`src/rtl/if_loader_ctrl_pkg.sv`:
```
// Shared constants for the instruction loader: bus widths, host command
// codes, the HALT instruction word and the controller state encoding.
package if_loader_ctrl_pkg;

  localparam int NB_INST   = 32;
  localparam int NB_ADDR   = 32;
  localparam int NB_DATA   = 8;
  localparam int MEM_DEPTH = 64;

  localparam logic [NB_DATA-1:0] CMD_LOAD = 8'h4C;
  localparam logic [NB_DATA-1:0] CMD_RUN  = 8'h52;
  localparam logic [NB_DATA-1:0] CMD_STEP = 8'h53;

  // An all-zero instruction word marks the end of a program image.
  localparam logic [NB_INST-1:0] HALT_WORD = '0;

  typedef enum logic [2:0] {
    ST_IDLE  = 3'd0,
    ST_LOAD  = 3'd1,
    ST_WRITE = 3'd2,
    ST_RUN   = 3'd3,
    ST_STEP  = 3'd4
  } state_t;

endpackage

```
`src/rtl/if_loader_ctrl_word_assembler.sv`:
```
// Packs host bytes MSB-first into instruction words; word_done flags the
// byte that completes a word, with word_next presenting the full word.
module word_assembler #(
  parameter int NB_INST = if_loader_ctrl_pkg::NB_INST,
  parameter int NB_DATA = if_loader_ctrl_pkg::NB_DATA
) (
  input  logic               clk,
  input  logic               reset,
  input  logic               clear,
  input  logic               byte_valid,
  input  logic [NB_DATA-1:0] data_in,
  output logic [NB_INST-1:0] word_next,
  output logic               word_done
);

  import if_loader_ctrl_pkg::*;

  localparam int         NB_SHIFT  = NB_INST - NB_DATA;
  localparam logic [1:0] LAST_BYTE = 2'(NB_INST / NB_DATA - 1);

  // Only the bytes before the final one need storing; the last byte is
  // spliced in combinationally so the word is ready on its arrival edge.
  logic [NB_SHIFT-1:0] shift_reg;
  logic [1:0]          byte_cnt;

  assign word_next = {shift_reg, data_in};
  assign word_done = byte_valid && (byte_cnt == LAST_BYTE);

  always_ff @(posedge clk) begin
    if (reset || clear) begin
      shift_reg <= '0;
      byte_cnt  <= '0;
    end else if (byte_valid) begin
      shift_reg <= word_next[NB_SHIFT-1:0];
      byte_cnt  <= word_done ? 2'd0 : byte_cnt + 2'd1;
    end
  end

endmodule

```
`src/rtl/if_loader_ctrl.sv`:
```
// Host-driven loader/run controller: streams a program into instruction
// memory, then runs or single-steps the pipeline until HALT retires.
module if_loader_ctrl #(
  parameter int NB_INST   = if_loader_ctrl_pkg::NB_INST,
  parameter int NB_ADDR   = if_loader_ctrl_pkg::NB_ADDR,
  parameter int NB_DATA   = if_loader_ctrl_pkg::NB_DATA,
  parameter int MEM_DEPTH = if_loader_ctrl_pkg::MEM_DEPTH
) (
  input  logic               i_clk,
  input  logic               i_reset,
  input  logic [NB_DATA-1:0] i_rx_data,
  input  logic               i_rx_valid,
  output logic               o_rx_ready,
  input  logic               i_halt,
  output logic               o_write,
  output logic [NB_ADDR-1:0] o_address,
  output logic [NB_INST-1:0] o_instruction,
  output logic               o_enable,
  output logic               o_loaded,
  output logic               o_halted
);

  import if_loader_ctrl_pkg::*;

  localparam logic [NB_ADDR-1:0] LAST_IDX = NB_ADDR'(MEM_DEPTH - 1);

  state_t state;
  state_t next_state;

  logic               rx_accept;
  logic               load_start;
  logic               can_run;
  logic               write_last;
  logic               asm_valid;
  logic [NB_INST-1:0] word_next;
  logic               word_done;

  logic               rx_ready_d;
  logic               write_d;
  logic               enable_d;
  logic               loaded_d;
  logic               halted_d;
  logic [NB_ADDR-1:0] address_d;
  logic [NB_INST-1:0] instruction_d;

  assign rx_accept  = i_rx_valid && o_rx_ready;
  assign asm_valid  = rx_accept && (state == ST_LOAD);
  assign can_run    = o_loaded && !o_halted;
  assign write_last = (o_instruction == HALT_WORD) || (o_address == LAST_IDX);

  word_assembler #(
    .NB_INST (NB_INST),
    .NB_DATA (NB_DATA)
  ) u_word_assembler (
    .clk        (i_clk),
    .reset      (i_reset),
    .clear      (load_start),
    .byte_valid (asm_valid),
    .data_in    (i_rx_data),
    .word_next  (word_next),
    .word_done  (word_done)
  );

  // Every output is registered, so the next-cycle output values are derived
  // here together with the next state and captured alongside it.
  always_comb begin
    next_state    = state;
    load_start    = 1'b0;
    address_d     = o_address;
    instruction_d = o_instruction;
    loaded_d      = o_loaded;
    halted_d      = o_halted;

    case (state)
      ST_IDLE: begin
        if (rx_accept) begin
          if (i_rx_data == CMD_LOAD) begin
            next_state = ST_LOAD;
            load_start = 1'b1;
            address_d  = '0;
            loaded_d   = 1'b0;
            halted_d   = 1'b0;
          end else if ((i_rx_data == CMD_RUN) && can_run) begin
            next_state = ST_RUN;
          end else if ((i_rx_data == CMD_STEP) && can_run) begin
            next_state = ST_STEP;
          end
        end
      end
      ST_LOAD: begin
        if (word_done) begin
          next_state    = ST_WRITE;
          instruction_d = word_next;
        end
      end
      ST_WRITE: begin
        // The index saturates at the last word, so memory is never wrapped.
        if (write_last) begin
          loaded_d   = 1'b1;
          next_state = ST_IDLE;
        end else begin
          address_d  = o_address + NB_ADDR'(1);
          next_state = ST_LOAD;
        end
      end
      ST_RUN: begin
        if (i_halt) begin
          halted_d   = 1'b1;
          next_state = ST_IDLE;
        end
      end
      ST_STEP: begin
        if (i_halt) begin
          halted_d = 1'b1;
        end
        next_state = ST_IDLE;
      end
      default: begin
        next_state = ST_IDLE;
      end
    endcase

    rx_ready_d = (next_state == ST_IDLE) || (next_state == ST_LOAD);
    write_d    = (next_state == ST_WRITE);
    enable_d   = (next_state == ST_RUN) || (next_state == ST_STEP);
  end

  always_ff @(posedge i_clk) begin
    if (i_reset) begin
      state         <= ST_IDLE;
      o_rx_ready    <= 1'b0;
      o_write       <= 1'b0;
      o_enable      <= 1'b0;
      o_loaded      <= 1'b0;
      o_halted      <= 1'b0;
      o_address     <= '0;
      o_instruction <= '0;
    end else begin
      state         <= next_state;
      o_rx_ready    <= rx_ready_d;
      o_write       <= write_d;
      o_enable      <= enable_d;
      o_loaded      <= loaded_d;
      o_halted      <= halted_d;
      o_address     <= address_d;
      o_instruction <= instruction_d;
    end
  end

  // Write and enable come from disjoint states; the index never passes the end.
  assert property (@(posedge i_clk) disable iff (i_reset) !(o_write && o_enable));
  assert property (@(posedge i_clk) disable iff (i_reset) o_address <= LAST_IDX);

endmodule

```
`config.mk`:
```
export PLATFORM = sky130hd
export DESIGN_NAME = if_loader_ctrl
export DESIGN_NICKNAME = d
export VERILOG_FILES = /design/src/rtl/if_loader_ctrl_pkg.sv /design/src/rtl/if_loader_ctrl_word_assembler.sv /design/src/rtl/if_loader_ctrl.sv
export SDC_FILE = /design/constraint.sdc
export NUM_CORES = 1
export LEC_CHECK = 0
export ABC_AREA = 1
export ABC_CLOCK_PERIOD_IN_PS = 3200
export BUFFER_PORTS_ARGS = -buffer_cell sky130_fd_sc_hd__buf_2
export CORE_ASPECT_RATIO = 1.5
export CORE_MARGIN = 10
export CORE_UTILIZATION = 60
export DETAILED_ROUTE_END_ITERATION = 10
export HOLD_SLACK_MARGIN = 0.03
export PLACE_DENSITY = 0.84
export SYNTH_ARGS = -nofsm -noshare
export SYNTH_HDL_FRONTEND = slang
export SYNTH_HIERARCHICAL = 1
export SYNTH_SLANG_ARGS = --single-unit
```
`constraint.sdc`:
```
create_clock -name i_clk -period 3.2 [get_ports i_clk]
set_input_delay 0.16 -clock i_clk [delete_from_list [all_inputs] [get_ports i_clk]]
set_output_delay 0.16 -clock i_clk [all_outputs]
set_load 0.005 [all_outputs]
```
==> run summary <==
Critical path
- **Worst Setup Start Kind** flip-flop
- **flop2flop setup slack** 1.01 ns
- **series of cell instances along the critical path** ha_1 -> nand2_4 -> nor2_8 -> nand3_2 -> nor2_2 -> nand2_2 -> nand3_4 -> buf_4 -> nand3_1 -> a21oi_1
- **required time of the worst setup path** 3.48 ns
- **data arrival time at the worst-slack endpoint** 2.47 ns
- **maximum fanout along the worst path** 19
- **crit path capture type** flip-flop
- **critical path class** flip-flop to flip-flop
- **Critical-path top delay cell** sky130_fd_sc_hd__dfxtp_1
- **maximum single-stage delay on the critical path** 0.48 ns

Routing
- **Post-DRT Antenna Nets** 0
- **routed vias/inst** 5.23
- **detail-routed net length per standard cell** 13.9 um
- **number of DRC violations after detailed-routing iteration 0** 290
- **final WL** 14700 um
- **number of remaining DRC errors** 0
- **first-pass iteration count of the detailed router** 5
- **vias after detailed routing** 5534

Power and ir drop
- **register share of total power** 52.0%
- **LEAKAGE** 2.67 nW
- **worst vdd rail ir drop** 352 uV
- **clock network fraction of total power** 45.4%
- **switching power** 0.000568 W
- **total power per unit cell area** 390 nW/um2
- **Power Internal** 0.00178 W
- **share of power burned in combinational logic** 2.6%
- **Sw Share** 24.2%
- **post-route total power** 0.00235 W

Synthesis
- **proportion of register bits with asynchronous set or reset after synthesis** 0%
- **share of synthesized area occupied by flip-flops and latches** 36.0%
- **warning count from the yosys run** 6
- **average footprint of a synthesized cell** 6.12 um2
- **Syn Std Cell Area** 5450 um2
- **EDFF count, synth** 0
- **cells after synthesis** 890
- **cell types with the largest area share after synthesis** sky130_fd_sc_hd__dfxtp_1 36%, sky130_fd_sc_hd__nand2_1 20%, sky130_fd_sc_hd__nor2_1 12%
- **most instantiated cells after synthesis** 287 x sky130_fd_sc_hd__nand2_1, 179 x sky130_fd_sc_hd__nor2_1, 98 x sky130_fd_sc_hd__dfxtp_1
- **flip-flop and latch count after synthesis** 98
- **fraction of synthesized cell area taken by the top area cell type** 36.0%
- **number of distinct library cells after synthesis** 30
- **Mapped Nets** 904
- **cell taking the most area after synthesis** sky130_fd_sc_hd__dfxtp_1
- **most frequently used cell type in the post-synthesis netlist** sky130_fd_sc_hd__nand2_1
- **Main synth FF type** sky130_fd_sc_hd__dfxtp_1

GRT
- **wire length of the first global-routing pass** 24000 um
- **Global Route Usage Sum** 21.6%
- **largest net degree at the start of global routing** 53
- **total global routing overflow** 0
- **via count of the first global-routing pass** 5274
- **number of antenna violations at the first check in global routing** 0

STA
- **setup violators final** 0
- **max-slew violation count** 0
- **fraction of the cycle the final worst path needs** 68.3%
- **sum of negative setup slack** 0 ns
- **setup repair after global routing missed its margin** no
- **normalized max-slew margin** 36.1%
- **Post-Route Skew** 0.0107 ns
- **minimum clock period** 2.19 ns
- **achievable frequency** 457 MHz
- **actual slew at the worst max-slew pin** 0.958 ns
- **number of hold-slack violations in the final timing report** 0

Clock tree
- **PostCTS Resize Cnt** 0
- **buffers inserted by post-CTS timing repair** 0
- **Clk pin slew, worst setup/hold paths** 0.08 ns
- **clock network latency to the later pin of the worst-skew pair** 0.35 ns
- **maximum clock insertion buffer count** 2
- **clock sinks** 98
- **# H-tree levels** 3
- **# hold bufs at CTS** 0
- **total CTS buffers** 9
- **clock tree from TritonCTS** built
- **clock root buffer** sky130_fd_sc_hd__clkbuf_16

Layout
- **utilization after layout** 68.2%
- **number of nets at the end of the flow** 958
- **ant diodes** 0
- **fill count** 848
- **area growth from synthesis to final layout** 10.4%
- **final non-filler cell total** 1059
- **fraction of final layout cells with drive strength greater than 1** 13.2%

Floorplanning
- **area enclosed by the die boundary** 13400 um2
- **number of cell rows** 42
- **Initial Utilization** 61.7%
- **I/O Pins** 81
- **die span in x** 97.8 um
- **Chip Height** 137 um
- **area of the placeable core** 8830 um2

Place
- **Post-DP HPWL** 10800 um
- **Port-buffer cells** 80
- **placed cell count** 1043
- **GPL Wtd Cong** 0.998

Worst hold path
- **Hold WC Path Type** input port to flip-flop

Job
- **max-cap violations** 0

Outcome
- **result of the run** finished, final reports clean

==> routing by layer <==
metal,wire [um],track usage [%],up-vias
li1,-,-,2824
met1,5650,21.4,2488
met2,7680,40.8,176
met3,773,4.34,46
met4,634,12.5,0
met5,0,0,-
==> final cells by class <==
class                           count  area (um2)  area share [%]
Multi-Input combinational cell    651        2830            47.0
Tap cell                          110         138            2.29
Clock buffer                        9         225            3.74
Sequential cell                    98        1960            32.6
Clock inverter                      7        60.1           0.998
Timing Repair Buffer               84         430            7.15
Inverter                          100         375            6.24
==> final timing paths <==
| path | start | to | depth (start not counted) |
|---|---|---|---|
| worst max-delay path | o_address[0]$_SDFFE_PP0P_ | o_address[25]$_SDFFE_PP0P_ | 10 |
| worst min-delay path | i_rx_data[7] | o_instruction[7]$_SDFFE_PP0P_ | 3 |
| worst max register to register | o_address[0]$_SDFFE_PP0P_ | o_address[25]$_SDFFE_PP0P_ | 10 |
| worst min register to register | o_instruction[14]$_SDFFE_PP0P_ | o_instruction[14]$_SDFFE_PP0P_ | 2 |
==> metrics by stage <==
| stage | setup slack (ns) | instance area [um2] | hold WS [ns] |
|---|---|---|---|
| 2_1_floorplan | 1.40 | 5450 | 0.299 |
| 6_report | 1.01 | 6020 | 0.0905 |
| 5_1_grt | 0.824 | 6020 | 0.105 |
| 4_1_cts | 1.02 | 6020 | 0.0904 |
| 3_5_place_dp | 1.05 | 5730 | 0.453 |
| 3_3_place_gp | 1.13 | 5730 | 0.443 |
==> kinds of logic after synthesis <==
kind of cell    share of synthesized area, %
simple gates                            41.7
fa+ha+maj                              0.459
flops                                   36.0
compound gates                          8.34
buf+inv                                 12.2
xor+xnor                                1.29
==> critical path: cells and delay by family (launching register included) <==
family / cells / cell delay (ns)
simple gates: 7 / 0.82
buf+inv: 1 / 0.30
compound gates: 1 / 0.18
flops: 1 / 0.48
fa+ha+maj: 1 / 0.33
==> power groups by stage <==
stage / Clock [W] / Sequential [W] / Combinational (W)
detailed placement: 0 / 0.00125 / 0.0000607
global route: 0.00112 / 0.00122 / 0.0000696
global placement: 0 / 0.00125 / 0.0000608
floorplan: 0 / 0.00125 / 0.0000467
finish: 0.00107 / 0.00122 / 0.0000616
CTS: 0.00106 / 0.00122 / 0.0000616
==> placed cells by master, fill, tap and decap left out, types with 6 or more instances in the layout <==
master,count
sky130_fd_sc_hd__nand2_1,287
sky130_fd_sc_hd__nor2_1,178
sky130_fd_sc_hd__dfxtp_1,98
sky130_fd_sc_hd__inv_1,94
sky130_fd_sc_hd__buf_2,80
sky130_fd_sc_hd__a21oi_1,69
sky130_fd_sc_hd__nand3_1,60
sky130_fd_sc_hd__o21ai_0,20
sky130_fd_sc_hd__clkbuf_16,9
sky130_fd_sc_hd__nor2_2,6
Note: power is estimated with default switching activity, not from simulation.
